[config.mk]
export PLATFORM = sky130hd
export DESIGN_NAME = fetch_stage_flat
export DESIGN_NICKNAME = d
export VERILOG_FILES = /design/src/rtl/mips_pkg.sv /design/src/rtl/fetch_stage_if.sv /design/src/rtl/fetch_fifo.sv /design/src/rtl/fetch_stage.sv /design/src/flat_wrapper.sv
export SDC_FILE = /design/constraint.sdc
export NUM_CORES = 1
export LEC_CHECK = 0
export BUFFER_PORTS_ARGS = -buffer_cell sky130_fd_sc_hd__buf_2
export CAP_MARGIN = 20
export CORE_MARGIN = 1.5
export CORE_UTILIZATION = 51
export DETAILED_ROUTE_END_ITERATION = 12
export PLACE_DENSITY = 0.76
export SLEW_MARGIN = 40
export SYNTH_ARGS = -nofsm -noshare
export SYNTH_HDL_FRONTEND = slang
export SYNTH_SLANG_ARGS = --single-unit
[constraint.sdc]
create_clock -name clk -period 4.28 [get_ports clk]
set_input_delay 0 -clock clk [delete_from_list [all_inputs] [get_ports clk]]
set_output_delay 0 -clock clk [all_outputs]
set_load 0.01 [all_outputs]
[src/rtl/mips_pkg.sv]
// Shared definitions for the pipelined MIPS datapath (fetch stage, datapath,
// hazard unit).
//   NOP_INSTR     instruction word loaded into IF/ID for a bubble
//   INSTR_W       instruction width
//   ADDR_W        address width
//   PC_INC        byte increment between sequential instructions
//   fetch_entry_t {ins, pc4} as held in the fetch queue
//   word_align    clears the byte-offset bits of an address
package mips_pkg;

   localparam int INSTR_W = 32;
   localparam int ADDR_W  = 32;

   localparam logic [INSTR_W-1:0] NOP_INSTR = 32'h0000_0000;
   localparam logic [ADDR_W-1:0]  PC_INC    = 32'd4;

   typedef struct packed {
      logic [INSTR_W-1:0] ins;
      logic [ADDR_W-1:0]  pc4;
   } fetch_entry_t;

   function automatic logic [ADDR_W-1:0] word_align(input logic [ADDR_W-1:0] addr);
      return addr & ~ADDR_W'(3);
   endfunction

endpackage

[src/rtl/fetch_stage_if.sv]
// Instruction-memory port of the fetch stage.
//   imem_req_valid  fetch request valid            (fetch -> memory)
//   imem_req_ready  memory accepts the request     (memory -> fetch)
//   imem_req_addr   word-aligned fetch address     (fetch -> memory)
//   imem_rsp_valid  response word valid, in order  (memory -> fetch)
//   imem_rsp_data   instruction word               (memory -> fetch)
// master = fetch stage side, slave = instruction memory side.
interface fetch_stage_if;
   import mips_pkg::*;

   logic               imem_req_valid;
   logic               imem_req_ready;
   logic [ADDR_W-1:0]  imem_req_addr;
   logic               imem_rsp_valid;
   logic [INSTR_W-1:0] imem_rsp_data;

   modport master (
      output imem_req_valid,
      output imem_req_addr,
      input  imem_req_ready,
      input  imem_rsp_valid,
      input  imem_rsp_data
   );

   modport slave (
      input  imem_req_valid,
      input  imem_req_addr,
      output imem_req_ready,
      output imem_rsp_valid,
      output imem_rsp_data
   );

endinterface

[src/rtl/fetch_fifo.sv]
// Small circular queue of fetched {ins, pc4} entries between the instruction
// memory response and the IF/ID register.
//   clk, rst     clock, asynchronous active-low reset
//   clear        drop every entry (redirect); wins over push/pop
//   push         write push_data at the tail
//   push_data    entry to write
//   pop          remove the head entry (ignored when empty)
//   head         current head entry
//   count        number of stored entries
//   empty        count == 0
module fetch_fifo
   import mips_pkg::*;
#(
   parameter  int DEPTH = 2,
   localparam int CNT_W = $clog2(DEPTH + 1)
) (
   input  logic             clk,
   input  logic             rst,
   input  logic             clear,
   input  logic             push,
   input  fetch_entry_t     push_data,
   input  logic             pop,
   output fetch_entry_t     head,
   output logic [CNT_W-1:0] count,
   output logic             empty
);

   localparam int               PTR_W    = (DEPTH > 1) ? $clog2(DEPTH) : 1;
   localparam logic [PTR_W-1:0] PTR_LAST = PTR_W'(DEPTH - 1);
   localparam logic [CNT_W-1:0] CNT_FULL = CNT_W'(DEPTH);

   fetch_entry_t     mem [DEPTH];
   logic [PTR_W-1:0] rd_ptr;
   logic [PTR_W-1:0] wr_ptr;
   logic             do_pop;
   logic             full;

   function automatic logic [PTR_W-1:0] next_ptr(input logic [PTR_W-1:0] p);
      return (p == PTR_LAST) ? '0 : p + PTR_W'(1);
   endfunction

   assign empty  = (count == '0);
   assign full   = (count == CNT_FULL);
   assign do_pop = pop & ~empty;
   assign head   = mem[rd_ptr];

   always_ff @(posedge clk or negedge rst) begin
      if (!rst) begin
         rd_ptr <= '0;
         wr_ptr <= '0;
         count  <= '0;
      end else if (clear) begin
         rd_ptr <= '0;
         wr_ptr <= '0;
         count  <= '0;
      end else begin
         if (push)   wr_ptr <= next_ptr(wr_ptr);
         if (do_pop) rd_ptr <= next_ptr(rd_ptr);
         count <= count + CNT_W'(push) - CNT_W'(do_pop);
      end
   end

   always_ff @(posedge clk) begin
      if (push && !clear) mem[wr_ptr] <= push_data;
   end

   // The issue credit in the fetch stage keeps queued + outstanding <= DEPTH,
   // so a response can never find the queue full without a pop in flight.
   assert property (@(posedge clk) disable iff (!rst) !(push && full && !do_pop && !clear));

endmodule

[src/rtl/fetch_stage.sv]
// Instruction-fetch stage feeding the IF/ID register of the pipelined MIPS
// datapath. Owns the PC, issues word reads over a valid/ready request port,
// takes in-order responses, buffers them in fetch_fifo and loads IF/ID under
// hazard-unit control (pcwrite, if_write) with branch redirect/flush.
//   clk, rst       clock, asynchronous active-low reset (0 = reset)
//   pcwrite        1 = may issue fetches / advance PC
//   if_write       1 = IF/ID may load, 0 = hold
//   branch_taken   redirect pulse; flushes IF/ID and the queue
//   branch_target  redirect address (bits [1:0] ignored)
//   imem           instruction memory port (fetch_stage_if.master)
//   pc             current fetch PC
//   if_id_ins      instruction to decode (NOP when not valid)
//   if_id_pc4      fetch address + 4 of if_id_ins (0 when not valid)
//   if_id_valid    0 = bubble
// Optional build macro FETCH_PERF_EN adds perf_fetch_cnt (accepted requests)
// and perf_bubble_cnt (cycles loading a bubble from an empty queue).
module fetch_stage
   import mips_pkg::*;
#(
   parameter logic [ADDR_W-1:0] RESET_PC = 32'h0000_0000,
   parameter int                DEPTH    = 2
) (
   input  logic               clk,
   input  logic               rst,
   input  logic               pcwrite,
   input  logic               if_write,
   input  logic               branch_taken,
   input  logic [ADDR_W-1:0]  branch_target,
   fetch_stage_if.master      imem,
   output logic [ADDR_W-1:0]  pc,
   output logic [INSTR_W-1:0] if_id_ins,
   output logic [ADDR_W-1:0]  if_id_pc4,
   output logic               if_id_valid
`ifdef FETCH_PERF_EN
   ,
   output logic [31:0]        perf_fetch_cnt,
   output logic [31:0]        perf_bubble_cnt
`endif
);

   localparam int               CNT_W      = $clog2(DEPTH + 1);
   localparam int               PTR_W      = (DEPTH > 1) ? $clog2(DEPTH) : 1;
   localparam logic [PTR_W-1:0] PTR_LAST   = PTR_W'(DEPTH - 1);
   localparam logic [CNT_W:0]   CREDIT_MAX = (CNT_W + 1)'(DEPTH);

   logic [CNT_W-1:0]  outstanding;
   logic [CNT_W-1:0]  drop_cnt;
   logic [CNT_W-1:0]  fifo_count;
   logic [CNT_W:0]    credit_used;
   logic              fifo_empty;
   fetch_entry_t      fifo_head;
   fetch_entry_t      fifo_in;

   logic              req_valid;
   logic              accept;
   logic              rsp;
   logic              rsp_drop;
   logic              fifo_push;
   logic              fifo_pop;

   logic [ADDR_W-1:0] tag_mem [DEPTH];
   logic [PTR_W-1:0]  tag_wr;
   logic [PTR_W-1:0]  tag_rd;

   function automatic logic [PTR_W-1:0] next_ptr(input logic [PTR_W-1:0] p);
      return (p == PTR_LAST) ? '0 : p + PTR_W'(1);
   endfunction

   // Credit covers both reads in flight and words already queued, so every
   // response always has a queue slot.
   assign credit_used = {1'b0, outstanding} + {1'b0, fifo_count};
   assign req_valid   = rst & pcwrite & ~branch_taken & (credit_used < CREDIT_MAX);
   assign accept      = req_valid & imem.imem_req_ready;

   assign imem.imem_req_valid = req_valid;
   assign imem.imem_req_addr  = pc;

   // A response arriving in the redirect cycle belongs to the old path too.
   assign rsp       = imem.imem_rsp_valid;
   assign rsp_drop  = (drop_cnt != '0) | branch_taken;
   assign fifo_push = rsp & ~rsp_drop;
   assign fifo_pop  = ~branch_taken & if_write & ~fifo_empty;

   assign fifo_in.ins = imem.imem_rsp_data;
   assign fifo_in.pc4 = tag_mem[tag_rd];

   fetch_fifo #(.DEPTH(DEPTH)) u_fifo (
      .clk       (clk),
      .rst       (rst),
      .clear     (branch_taken),
      .push      (fifo_push),
      .push_data (fifo_in),
      .pop       (fifo_pop),
      .head      (fifo_head),
      .count     (fifo_count),
      .empty     (fifo_empty)
   );

   always_ff @(posedge clk or negedge rst) begin
      if (!rst) begin
         pc          <= RESET_PC;
         outstanding <= '0;
         drop_cnt    <= '0;
      end else begin
         if (branch_taken)  pc <= word_align(branch_target);
         else if (accept)   pc <= pc + PC_INC;

         outstanding <= outstanding + CNT_W'(accept) - CNT_W'(rsp);

         // Everything still in flight after this cycle is old-path.
         if (branch_taken)                 drop_cnt <= outstanding - CNT_W'(rsp);
         else if (rsp && drop_cnt != '0)   drop_cnt <= drop_cnt - CNT_W'(1);
      end
   end

   // PC-tag queue: one entry per read in flight, popped by every response
   // (kept or dropped), so it stays aligned with the memory across redirects.
   always_ff @(posedge clk or negedge rst) begin
      if (!rst) begin
         tag_wr <= '0;
         tag_rd <= '0;
      end else begin
         if (accept) tag_wr <= next_ptr(tag_wr);
         if (rsp)    tag_rd <= next_ptr(tag_rd);
      end
   end

   always_ff @(posedge clk) begin
      if (accept) tag_mem[tag_wr] <= pc + PC_INC;
   end

   always_ff @(posedge clk or negedge rst) begin
      if (!rst) begin
         if_id_ins   <= NOP_INSTR;
         if_id_pc4   <= '0;
         if_id_valid <= 1'b0;
      end else if (branch_taken) begin
         if_id_ins   <= NOP_INSTR;
         if_id_pc4   <= '0;
         if_id_valid <= 1'b0;
      end else if (if_write) begin
         if (fifo_pop) begin
            if_id_ins   <= fifo_head.ins;
            if_id_pc4   <= fifo_head.pc4;
            if_id_valid <= 1'b1;
         end else begin
            if_id_ins   <= NOP_INSTR;
            if_id_pc4   <= '0;
            if_id_valid <= 1'b0;
         end
      end
   end

`ifdef FETCH_PERF_EN
   always_ff @(posedge clk or negedge rst) begin
      if (!rst) begin
         perf_fetch_cnt  <= '0;
         perf_bubble_cnt <= '0;
      end else begin
         if (accept) perf_fetch_cnt <= perf_fetch_cnt + 32'd1;
         if (!branch_taken && if_write && fifo_empty) perf_bubble_cnt <= perf_bubble_cnt + 32'd1;
      end
   end
`endif

endmodule

[src/flat_wrapper.sv]
// flat-port wrapper written by rule: the top's interface ports become plain ports
module fetch_stage_flat import mips_pkg::*;
#(
   parameter logic [ADDR_W-1:0] RESET_PC = 32'h0000_0000,
   parameter int                DEPTH    = 2
)
  (clk, rst, pcwrite, if_write, branch_taken, branch_target, pc, if_id_ins, if_id_pc4, if_id_valid, imem_imem_req_valid, imem_imem_req_addr, imem_imem_req_ready, imem_imem_rsp_valid, imem_imem_rsp_data);
  fetch_stage_if imem_i ();
  input  logic clk;
  input  logic rst;
  input  logic pcwrite;
  input  logic if_write;
  input  logic branch_taken;
  input  logic [ADDR_W-1:0] branch_target;
  output logic [ADDR_W-1:0] pc;
  output logic [INSTR_W-1:0] if_id_ins;
  output logic [ADDR_W-1:0] if_id_pc4;
  output logic if_id_valid;
  output wire logic [$bits(imem_i.imem_req_valid)-1:0] imem_imem_req_valid;
  output wire logic [$bits(imem_i.imem_req_addr)-1:0] imem_imem_req_addr;
  input wire logic [$bits(imem_i.imem_req_ready)-1:0] imem_imem_req_ready;
  input wire logic [$bits(imem_i.imem_rsp_valid)-1:0] imem_imem_rsp_valid;
  input wire logic [$bits(imem_i.imem_rsp_data)-1:0] imem_imem_rsp_data;
  assign imem_imem_req_valid = imem_i.imem_req_valid;
  assign imem_imem_req_addr = imem_i.imem_req_addr;
  assign imem_i.imem_req_ready = imem_imem_req_ready;
  assign imem_i.imem_rsp_valid = imem_imem_rsp_valid;
  assign imem_i.imem_rsp_data = imem_imem_rsp_data;
  fetch_stage #(.RESET_PC(RESET_PC), .DEPTH(DEPTH)) u_core (.clk(clk), .rst(rst), .pcwrite(pcwrite), .if_write(if_write), .branch_taken(branch_taken), .branch_target(branch_target), .imem(imem_i), .pc(pc), .if_id_ins(if_id_ins), .if_id_pc4(if_id_pc4), .if_id_valid(if_id_valid));
endmodule
After elaboration in Yosys (flattened, before gate mapping)
Memory sizes are Yosys's and may differ from the RTL's.
Cells that the tools add are included.
Widths: inputs -> output; s select.
- register bits after elaboration: 107
- bits in latches: 0
- memory bits (writable): 192
- bits in read-only memories: 0
- bits of input ports: 71
- output and inout port bits: 130
- word-level logic and storage cells: 74
- memories kept: 2
- add/subtract/negate cells: 12
- multiply operators: 0
- div/mod/pow operators: 0
- magnitude comparators: 1
- eq/ne operators: 0
- shift-type cells: 0
- multiplexer cells: 26
- bitwise gates (word level): 12
- reductions and logical operators: 10
- memories (name ; words ; width ; read ports ; clocked after Yosys merged registers in ; wr ports ; RTL line ; source):
    u_core.u_fifo.mem ; 2 ; 64 ; 1 ; 0 ; 1 ; fetch_fifo.sv:32 ; fetch_entry_t mem [DEPTH];
    u_core.tag_mem ; 2 ; 32 ; 1 ; 0 ; 1 ; fetch_stage.sv:61 ; logic [ADDR_W-1:0] tag_mem [DEPTH];
- operators with widths (kind ; number):
    $mux 32 ; 8
    $add 32x3->32 const B ; 1
    $mux 1 ; 15
    $reduce_bool 2->1 ; 6
    $and 1x1->1 ; 8
    $mux 2 ; 3
    $sub 2x1->2 ; 3
    $add 1x1->1 const B ; 4
    $add 2x1->2 ; 2
    $add 2x2->3 ; 1
    $lt 3x2->1 const B ; 1
    $not 1->1 ; 3
    $logic_and 1x1->1 ; 2
    $logic_not 2->1 ; 1
    $sub 2x1->2 const B ; 1
    $logic_not 1->1 ; 1
    $or 1x1->1 ; 1

Longest topological paths before layout
- depth in word-level cells: 7
- depth in mapped cells: 10

By module
Synthesis repeated with hierarchy kept, for this count alone.
- cell total of the unflattened synthesis: 785
- area, all modules: 12062.8 um^2
- by module, submodules not included (module ; instances ; cells an instance ; area each (um^2)):
    fetch_stage ; 1 ; 566 ; 7205.7
    fetch_fifo ; 1 ; 219 ; 4857.2

Worst setup path after synthesis
Ideal clock, no wire load.
- path type: register to register
- start point: reg u_core.drop_cnt[0]
- end point: mem u_core.u_fifo.mem[0][10] (netlist name), enable pin
- library setup time: 0.482 ns
- arrival: 3.528 ns
- data required time: 3.798 ns
- setup slack: 0.270 ns
- cell stages (with the launch flop): 6
- path buffers: 0
- period minus slack after synthesis: 4.010 ns
- path through: dfrtp_1 -> inv_1 -> ha_1 -> nand2_1 -> or2_2 -> nor2_1
- word-level cells in the longest chain between the ends: 7
- ends and longest elaborated chain (item ; RTL line ; source):
    start: declaration ; fetch_stage.sv:47 ; logic [CNT_W-1:0] drop_cnt;
    start signal: assignment ; fetch_stage.sv:111 ; if (branch_taken) drop_cnt <= outstanding - CNT_W'(rsp);
    start signal: assignment ; fetch_stage.sv:112 ; else if (rsp && drop_cnt != '0) drop_cnt <= drop_cnt - CNT_W'(1);
    $reduce_bool 2->1 ; fetch_stage.sv:80 ; assign rsp_drop = (drop_cnt != '0) | branch_taken;
    $or 1x1->1 ; fetch_stage.sv:80 ;
    $not 1->1 ; fetch_stage.sv:81 ; assign fifo_push = rsp & ~rsp_drop;
    $and 1x1->1 ; fetch_stage.sv:81 ;
    $logic_and 1x1->1 ; fetch_fifo.sv:64 ; if (push && !clear) mem[wr_ptr] <= push_data;
    $mux 1 ; fetch_fifo.sv:64 ;
    $mux 1 (not written as such) ; fetch_fifo.sv:64 ;
    end: declaration ; fetch_fifo.sv:32 ;
Every way passes these cells.

Worst setup path after layout
- start point: reg u_core.u_fifo.count[0]
- end point: mem u_core.tag_mem[1][2], enable pin
- word-level cells in the longest chain between the ends: 6
- ends and longest elaborated chain (item ; RTL line ; source):
    start: declaration ; fetch_fifo.sv:24 ; output logic [CNT_W-1:0] count,
    start signal: assignment ; fetch_fifo.sv:59 ; count <= count + CNT_W'(push) - CNT_W'(do_pop);
    $add 2x2->3 ; fetch_stage.sv:71 ; assign credit_used = {1'b0, outstanding} + {1'b0, fifo_count};
    $lt 3x2->1 ; fetch_stage.sv:72 ; assign req_valid = rst & pcwrite & ~branch_taken & (credit_used < CREDIT_MAX);
    $and 1x1->1 ; fetch_stage.sv:72 ;
    $and 1x1->1 ; fetch_stage.sv:73 ; assign accept = req_valid & imem.imem_req_ready;
    $mux 1 ; fetch_stage.sv:129 ; if (accept) tag_mem[tag_wr] <= pc + PC_INC;
    $mux 1 (not written as such) ; fetch_stage.sv:129 ;
    end: declaration ; fetch_stage.sv:61 ;
Every way passes these cells.

==> metrics.txt <==
#FFs+latches synth 288; peak supply drop 0.220 mV; critical path type reg2reg; initial antenna violation count 0; Area Growth Syn to Fin 23.1%; crit path max fanout 24; post-synthesis adder-cell area fraction 0.808%; Initial Util 52.0%; Die Wd 155 µm; DRC viols 0; DR vias 7372; CTS clock-pin slew for the worst setup and hold paths 0.06 ns; Synth cell types 55; Compound-Gate Fraction of Synth Area around 6.7%; non-filler cells, final between 1000 and 1500; n_diodes 0; Util after Layout between 60 and 70%; period utilization 70.2%; top-count cell post-synth edfxtp_1; global route overflow 0; Inst Count DP about 1300; Reg2Reg Launch Point u_core.u_fifo.count[0]; hold-critical path endpoint u_core.imem.imem_req_addr[31]; RSZ-0062 raised after global routing false; Syn Std Cell Area ~0.012 mm²; Total GRT Usage 20.0%; global-route wire length before repair 38000 µm; fin. max-slew vios 0; TritonCTS Buffers 29; reg2reg end u_core.tag_mem[1][2]; Pleak around 0.0058 µW; worst hold slack between 0.02 and 0.03 ns; Max Cap Viol 0; Worst slew margin about half; async set or reset register ratio after synthesis a little over a third; hold crit path type in2reg; setup bufs post-CTS 0; min cycle time layout between 3 and 4 ns; cts repair resizes 0; H-tree depth 1; HP Start imem_imem_req_ready; hold_buf cts 67; Mapped Cells 840; worst-skew pair later-pin latency ~0.53 ns; largest net degree at the start of global routing 72; R2R Setup Slk 1.27 ns; share of cells above drive strength 1 between 20% and 30%; wire length per cell 17.3 µm; largest family of logic cells by synthesized area multiplexers; Avg Inst Size Synth ~14 µm²; Post-synth EDFFs between 150 and 200; overall routed net length 23900 µm; Die Span Y 155 µm; Final GP Congestion between 0.8 and 0.9; crit start category flop; Synth Flop Type edfxtp_1; Max Fclk 333 MHz; XOR/XNOR share of the synthesized area between 2 and 3%; fillers about 1700; Post-synth top cells edfxtp_1, dfrtp_1, nand2_1; CP Capture Type flop; leading post-synthesis cells by cell area edfxtp_1, dfrtp_1, mux2i_1; clk sink count around 290; mean number of vias per cell roughly 5.3; CTS tree built; Ys Warns 0; Port Buffer Count 194; Hold Fails Final Rpt 0; Least-Margin Pin Slew between 0.7 and 0.8 ns; vias in the first global route 7243; Worst EP arrival 3.21 ns; Rows 55; mux contribution to synthesized area 8.23%; # setup viols final 0; leading area contributor after synthesis edfxtp_1; post-synth top area share 46.9%; Die ar. 0.0240 mm²; post-detail-place hpwl 15100 µm; Pwr Density 475 mW/mm²; boundary pin count 201; status complete, no violations; CTS Root Cell clkbuf_16; Pre-antenna DRT Iters 5; Crit path required time 4.48 ns; CTS max path bufs 3; Seq/Total Area, Yosys 69.0%; hold depth 4; number of DRC markers in iteration 0 447; FF-to-FF path depth 7; placeable core area 0.0226 mm²; simple-gate share of the synthesized area ~8.1%; NumNets Final about 1100; Setup Skew approximately 0.01 ns; Setup TNS Final 0 ns; antenna-violating nets left 0
[metal layers]
layer	routed length, µm	track usage (%)	vias up	part of all wire [%]
li1	-	-	3480	-
met1	10400	26.6	3607	44
met2	11700	34.2	260	49
met3	1430	3.68	25	6.0
met4	263	4.62	0	1.1
met5	0	0	-	0
[critical path, cell delays in order (launching register included)]
cell	delay, ns
dfrtp_1	0.40
and2_1	0.16
fa_1	0.48
nor4b_4	0.34
nand3_1	0.17
inv_2	0.36
and2_1	0.37
buf_4	0.38
[power by group]
group          switching [µW]  leakage, µW  internal, µW
Combinational             542      0.00231           457
Clock                    1000     0.000460          1520
Sequential                149      0.00304          3220
[area by class of cell]
type                       instances  area [µm²]  share of cell area, %
timing repair buffer             278        1820                   12.6
inverter                          12        45.0                  0.311
clock buffer                      36         772                   5.33
sequential                       288        8130                   56.1
tap                              285         357                   2.46
clock inverter                    18         196                   1.36
multi-input combinational        461        3170                   21.8
[logic make-up after synthesis]
| logic type | count (synthesis) |
|---|---|
| buffers and inverters | 94 |
| muxes | 93 |
| AOI/OAI and AO/OA | 130 |
| DFF | 288 |
| and+or+nand+nor | 190 |
| xor gates and xnor gates | 37 |
| adders and majority gates | 7 |
| other | 1 |
[stage by stage]
stage | power (µW) | cell area, µm² | setup slack, ns
detailed placement | 4370 | 12800 | 1.27
CTS | 6950 | 14500 | 1.25
global placement | 4330 | 12800 | 1.37
global route | 7180 | 14500 | 1.12
floorplan | 4070 | 11800 | 0.270
finish | 6890 | 14500 | 1.27
[layout by cell type (no fill, tap or decap), types with 7 or more instances in the layout]
cell type,n
clkbuf_16,29
buf_4,14
inv_1,11
a21oi_1,7
mux2i_1,63
dfrtp_1,103
nand3_1,18
xnor2_1,27
mux2_2,30
dlygate4sd3_1,66
buf_2,193
nor2_1,15
a221o_1,7
edfxtp_1,184
nand4_1,9
xor2_1,10
o21ai_0,76
nand2_1,101
[sequential cells by signal, summed over array words and instances, names as in the netlist, 2 cells and up]
| register | count |
|---|---|
| u_core.drop_cnt | 2 |
| u_core.imem.imem_req_addr | 30 |
| u_core.tag_mem | 60 |
| u_core.u_fifo.count | 2 |
| u_core.if_id_ins | 32 |
| u_core.if_id_pc4 | 31 |
| u_core.outstanding | 2 |
| u_core.u_fifo.mem | 124 |
[worst max-delay path by stage]
stage,slack (ns),from,end
after floorplan,0.27,u_core.drop_cnt[0],u_core.u_fifo.mem[0][10]
after global placement,1.37,u_core.u_fifo.count[0],u_core.tag_mem[1][2]
after detailed placement,1.27,u_core.u_fifo.count[0],u_core.tag_mem[1][3]
after CTS,1.25,u_core.u_fifo.count[0],u_core.tag_mem[1][29]
after global routing,1.12,u_core.u_fifo.count[0],u_core.tag_mem[1][29]
final,1.27,u_core.u_fifo.count[0],u_core.tag_mem[1][2]
No activity file was read; power rests on OpenSTA's default activity.
